[src/rtl/piso_serializer.sv]
// Parallel-in serial-out serializer.
// Accepts a WIDTH-bit word through a valid/ready handshake and transmits it
// one bit per clock, MSB or LSB first, with frame_start/done strobes. A new
// word may be accepted during the last bit of a frame, which gives gap-free
// back-to-back frames.

module piso_serializer #(
    parameter int WIDTH     = 6,
    parameter bit MSB_FIRST = 1'b1
) (
    input  logic             clk,
    input  logic             reset_n,
    input  logic             load_valid,
    input  logic [WIDTH-1:0] load_data,
    output logic             load_ready,
    output logic             serial_out,
    output logic             serial_valid,
    output logic             frame_start,
    output logic             done
);

    localparam int CW = (WIDTH > 1) ? $clog2(WIDTH) : 1;
    localparam logic [CW-1:0] LAST_CNT = CW'(WIDTH - 1);

    typedef enum logic {
        IDLE  = 1'b0,
        SHIFT = 1'b1
    } state_t;

    state_t           r_state;
    state_t           w_nextState;
    logic [WIDTH-1:0] r_shift;
    logic [CW-1:0]    r_cnt;
    logic             w_lastBit;
    logic             w_accept;
    logic             w_txBit;

    // The last bit of a frame is the only point inside SHIFT where a new word
    // can be taken, so load_ready and the FSM both key off this decode.
    assign w_lastBit  = (r_state == SHIFT) && (r_cnt == LAST_CNT);
    assign load_ready = (r_state == IDLE) || w_lastBit;
    assign w_accept   = load_valid && load_ready;

    // The bit on the wire always sits at the outgoing end of the shift register.
    assign w_txBit = MSB_FIRST ? r_shift[WIDTH-1] : r_shift[0];

    // Serial outputs are decoded purely from registered state, so they clear
    // as soon as reset forces the state back to IDLE.
    assign serial_valid = (r_state == SHIFT);
    assign serial_out   = (r_state == SHIFT) && w_txBit;
    assign frame_start  = (r_state == SHIFT) && (r_cnt == '0);
    assign done         = w_lastBit;

    // State register.
    always_ff @(posedge clk or negedge reset_n) begin
        if (!reset_n) begin
            r_state <= IDLE;
        end else begin
            r_state <= w_nextState;
        end
    end

    // Next-state logic: IDLE waits for a word; SHIFT runs until the last bit
    // and only falls back to IDLE if no follow-on word arrives then.
    always_comb begin
        w_nextState = r_state;
        case (r_state)
            IDLE: begin
                if (w_accept) begin
                    w_nextState = SHIFT;
                end
            end
            SHIFT: begin
                if (w_lastBit && !w_accept) begin
                    w_nextState = IDLE;
                end
            end
            default: begin
                w_nextState = IDLE;
            end
        endcase
    end

    // Datapath: capture on acceptance, otherwise shift one bit per cycle and
    // count bit positions; the register is cleared when a frame ends idle.
    always_ff @(posedge clk or negedge reset_n) begin
        if (!reset_n) begin
            r_shift <= '0;
            r_cnt   <= '0;
        end else if (w_accept) begin
            r_shift <= load_data;
            r_cnt   <= '0;
        end else if (r_state == SHIFT) begin
            if (w_lastBit) begin
                r_shift <= '0;
                r_cnt   <= '0;
            end else begin
                if (MSB_FIRST) begin
                    r_shift <= {r_shift[WIDTH-2:0], 1'b0};
                end else begin
                    r_shift <= {1'b0, r_shift[WIDTH-1:1]};
                end
                r_cnt <= r_cnt + CW'(1);
            end
        end
    end

endmodule

[config.mk]
export PLATFORM = sky130hd
export DESIGN_NAME = piso_serializer
export DESIGN_NICKNAME = d
export VERILOG_FILES = /design/src/rtl/piso_serializer.sv
export SDC_FILE = /design/constraint.sdc
export NUM_CORES = 1
export LEC_CHECK = 0
export ABC_CLOCK_PERIOD_IN_PS = 2500
export CELL_PAD_IN_SITES_DETAIL_PLACEMENT = 1
export CELL_PAD_IN_SITES_GLOBAL_PLACEMENT = 1
export CORE_ASPECT_RATIO = 1.1
export CORE_UTILIZATION = 42
export CTS_BUF_LIST = sky130_fd_sc_hd__clkbuf_2 sky130_fd_sc_hd__clkbuf_4 sky130_fd_sc_hd__clkbuf_8
export DETAILED_ROUTE_END_ITERATION = 16
export GPL_ROUTABILITY_DRIVEN = 0
export PLACE_DENSITY = 0.95
export SYNTH_ARGS = -nofsm -noshare
export SYNTH_HDL_FRONTEND = slang
export SYNTH_SLANG_ARGS = --single-unit
[constraint.sdc]
create_clock -name clk -period 2.5 [get_ports clk]
set_clock_uncertainty 0.05 [all_clocks]
set_input_delay 0.625 -clock clk [delete_from_list [all_inputs] [get_ports clk]]
set_output_delay 0.625 -clock clk [all_outputs]
set_load 0.01 [all_outputs]
==> flow_summary_export.csv <==
group,metric,value,unit
hold_path,min-delay-start,"r_shift[4]",
power_and_ir_drop,p_seq_share,35.8,%
routing,vias,468,
place,dp_hpwl,902,µm
clock_tree,cts_made_buffers,3,
sta,max_freq,418,MHz
logic_synthesis,synth_fa_ha_area_share,6.12,%
worst_setup_path,crit_family,"buffers and inverters",
finish,fillCellCount,149,
power_and_ir_drop,ir_drop,0.000528,V
global_route,grt_overflow,0,
logic_synthesis,ys.warnings.count,0,
clock_tree,clock_path_buffers,2,
power_and_ir_drop,power_switching,0.000284,W
logic_synthesis,synth_top_family_by_area,"compound AO/OA/AOI/OAI gates",
floorplanning,fp.dieArea,0.00162,mm²
finish,antennaDiodeCount,0,
logic_synthesis,synth-compound-area-share,25.9,%
finish,final_cell_mix,"clkdlybuf4s50_1 (13), dfrtp_1 (10), mux2i_1 (6), o21ai_2 (6), a22oi_2 (5)",
worst_setup_path,path_cells,"inv_1 > ha_1 > and3_1 > clkdlybuf4s50_1",
finish,multi_input_area,324,µm²
worst_setup_path,critical_path_class,"reg2out",
worst_setup_path,cp.buffers_inverters,2,
sta,setup-tns-final,0,ns
clock_tree,clk_pin_slew,0.06,ns
routing,post_drt_wl_per_cell,13.6,µm
finish,drive_gt1_share,28.2,%
worst_setup_path,r2r-start,"r_cnt[1]",
clock_tree,cts_tree,"yes",
worst_setup_path,crit_start,"r_cnt[1]",
floorplanning,io_pins,14,
logic_synthesis,syn_area,613,µm²
sta,slew_headroom,70.1,%
global_route,grtUsageTotal,19.9,%
finish,finalNonFillerCells,87,
logic_synthesis,synthXorXnorAreaFrac,0,%
place,portBuffers,13,
run,max-cap-violations,0,
worst_setup_path,crit_path_start_kind,"flop",
worst_setup_path,cpPeakStageDelay,0.52,ns
logic_synthesis,ys_seq_area_share,40.8,%
clock_tree,cts_root_buf,"clkbuf_4",
hold_path,hp-class,"reg2reg",
clock_tree,postCtsHoldBufs,0,
power_and_ir_drop,cellPowerDensity,1000,mW/mm²
worst_setup_path,cp.arrival,1.72,ns
floorplanning,start_util,44.9,%
power_and_ir_drop,p_leak,0.361,nW
global_route,grt_max_degree,11,
floorplanning,design.core.area,0.00137,mm²
worst_setup_path,worstSetupEndpointType,"output pin",
logic_synthesis,synthesis.area_per_instance,11.4,µm²
power_and_ir_drop,p_comb_share,46.0,%
sta,fin_crit,2.39,ns
routing,firstDrtPassIters,3,
run_status,status,"finished, final reports clean",
finish,layout.area.seq,250,µm²
routing,routed_wl,1.18,mm
power_and_ir_drop,swShare,35.7,%
finish,nNetsFinal,84,
logic_synthesis,synth_cell_type_count,20,
floorplanning,die_w,38.4,µm
clock_tree,clkLatencyLatePin,0.27,ns
logic_synthesis,syn_nets,66,
routing,postRouteAntennaNets,0,
global_route,grt_pass1_vias,469,
worst_setup_path,cp_max_fo,5,
finish,area_delta_synth_final,29.6,%
sta,worstMarginPinSlew,0.448,ns
power_and_ir_drop,clockPowerShare,18.3,%
power_and_ir_drop,p_int,0.000511,W
sta,report.final.hold_viol_count,0,
clock_tree,cts_max_level,1,
floorplanning,fp-row-count,14,
worst_setup_path,crit_path_top_delay_cell,"clkdlybuf4s50_1",
sta,period_share,95.8,%
power_and_ir_drop,p_total,0.000794,W
logic_synthesis,synthMuxAreaShare,9.80,%
clock_tree,numClockSinks,10,
routing,drc,0,
sta,finalMaxSlewViolations,0,
floorplanning,die_h,42.1,µm
routing,first_iter_violations,7,
place,dp_cells,83,
logic_synthesis,synth_simple_gate_area_share,11.0,%
global_route,antenna_found_initial,0,
logic_synthesis,synth_seq_cells,10,
sta,setup_viol,0,
sta,rsz0062_at_grt,"false",
global_route,grt_first_pass_wirelength,2.18,mm
clock_tree,cts.repair.resized,0,
clock_tree,post_cts_buffers,0,
routing,vias_per_cell,5.38,
worst_setup_path,crit_required,1.82,ns
logic_synthesis,synth_cells,54,
finish,final_common_cell,"clkdlybuf4s50_1",
-- cell usage after synthesis --
library cell / number / share of area (%)
inv_2: 1 / 0.61
nand2_1: 4 / 2.4
nand2b_1: 1 / 1.0
nor2_1: 2 / 1.2
buf_2: 1 / 0.82
inv_1: 2 / 1.2
and3_1: 2 / 2.0
ha_1: 3 / 6.1
o21ai_2: 6 / 8.6
or2_1: 1 / 1.0
nor2b_1: 1 / 1.0
dfrtp_1: 10 / 41
a22oi_2: 5 / 10
a21boi_4: 1 / 3.1
o21ai_1: 3 / 2.4
and2_1: 1 / 1.0
nor3b_1: 1 / 1.2
buf_6: 2 / 3.7
a32o_1: 1 / 1.6
mux2i_1: 6 / 9.8
-- worst register-to-register path: stages (launching register included) --
cell      delay [ns]
dfrtp_1         0.39
inv_1           0.08
ha_1            0.27
a21boi_4        0.09
buf_4           0.17
a22oi_2         0.19
o21ai_2         0.07
-- final timing paths --
| path | endpoint | slack [ns] | depth (start not counted) |
|---|---|---|---|
| min in group asynchronous | r_shift[1] | 0.62 | 1 |
| hold reg to reg | r_shift[5] | 0.47 | 2 |
| setup reg to reg | r_shift[5] | 1.06 | 6 |
| setup / recovery | done | 0.11 | 4 |
| max in group asynchronous | r_cnt[0] | 1.47 | 1 |
| hold / removal | r_shift[5] | 0.47 | 2 |
-- metrics by stage --
step | worst slack, ns | hold WS, ns | util, % | area (µm²)
6_report | 0.106 | 0.471 | 58.2 | 795
4_1_cts | 0.0763 | 0.479 | 58.2 | 795
3_3_place_gp | 0.428 | 0.451 | 55.5 | 758
5_1_grt | 0.0145 | 0.497 | 58.2 | 795
3_5_place_dp | 0.387 | 0.461 | 55.5 | 758
2_1_floorplan | 0.804 | 0.279 | - | 613
-- state kept, by name, indices dropped and copies added (netlist names) --
name / cells
r_cnt: 3
r_shift: 6
serial_valid: 1
-- power groups by stage --
| stage | combinational [W] | clock, W | sequential [W] |
|---|---|---|---|
| finish | 0.000365 | 0.000145 | 0.000284 |
| CTS | 0.000374 | 0.000154 | 0.000287 |
| detailed placement | 0.000372 | 0 | 0.000288 |
| global placement | 0.000361 | 0 | 0.000282 |
| floorplan | 0.000252 | 0 | 0.000271 |
| global route | 0.000409 | 0.000162 | 0.000294 |
-- per-layer routing --
layer | up-vias | global-route usage, % | wire length (µm)
li1 | 227 | - | -
met1 | 226 | 26.3 | 517
met2 | 11 | 29.5 | 585
met3 | 4 | 3.19 | 39
met4 | 0 | 12.4 | 38
met5 | - | 0 | 0
-- layout make-up --
| cell class | instances | area share, % |
|---|---|---|
| clock buffers | 4 | 4.57 |
| flip-flops and latches | 10 | 31.5 |
| inverters | 3 | 1.42 |
| multi-input cells | 38 | 40.8 |
| repair buffers | 16 | 19.2 |
| well taps | 16 | 2.52 |
-- kinds of logic after synthesis --
logic type / count (synthesis)
flip-flops: 10
AND/OR/NAND/NOR: 13
buffers and inverters: 6
adder cells (fa/ha/maj): 3
multiplexers: 6
AO/OA/AOI/OAI: 16
No activity file was read; power rests on OpenSTA's default activity.
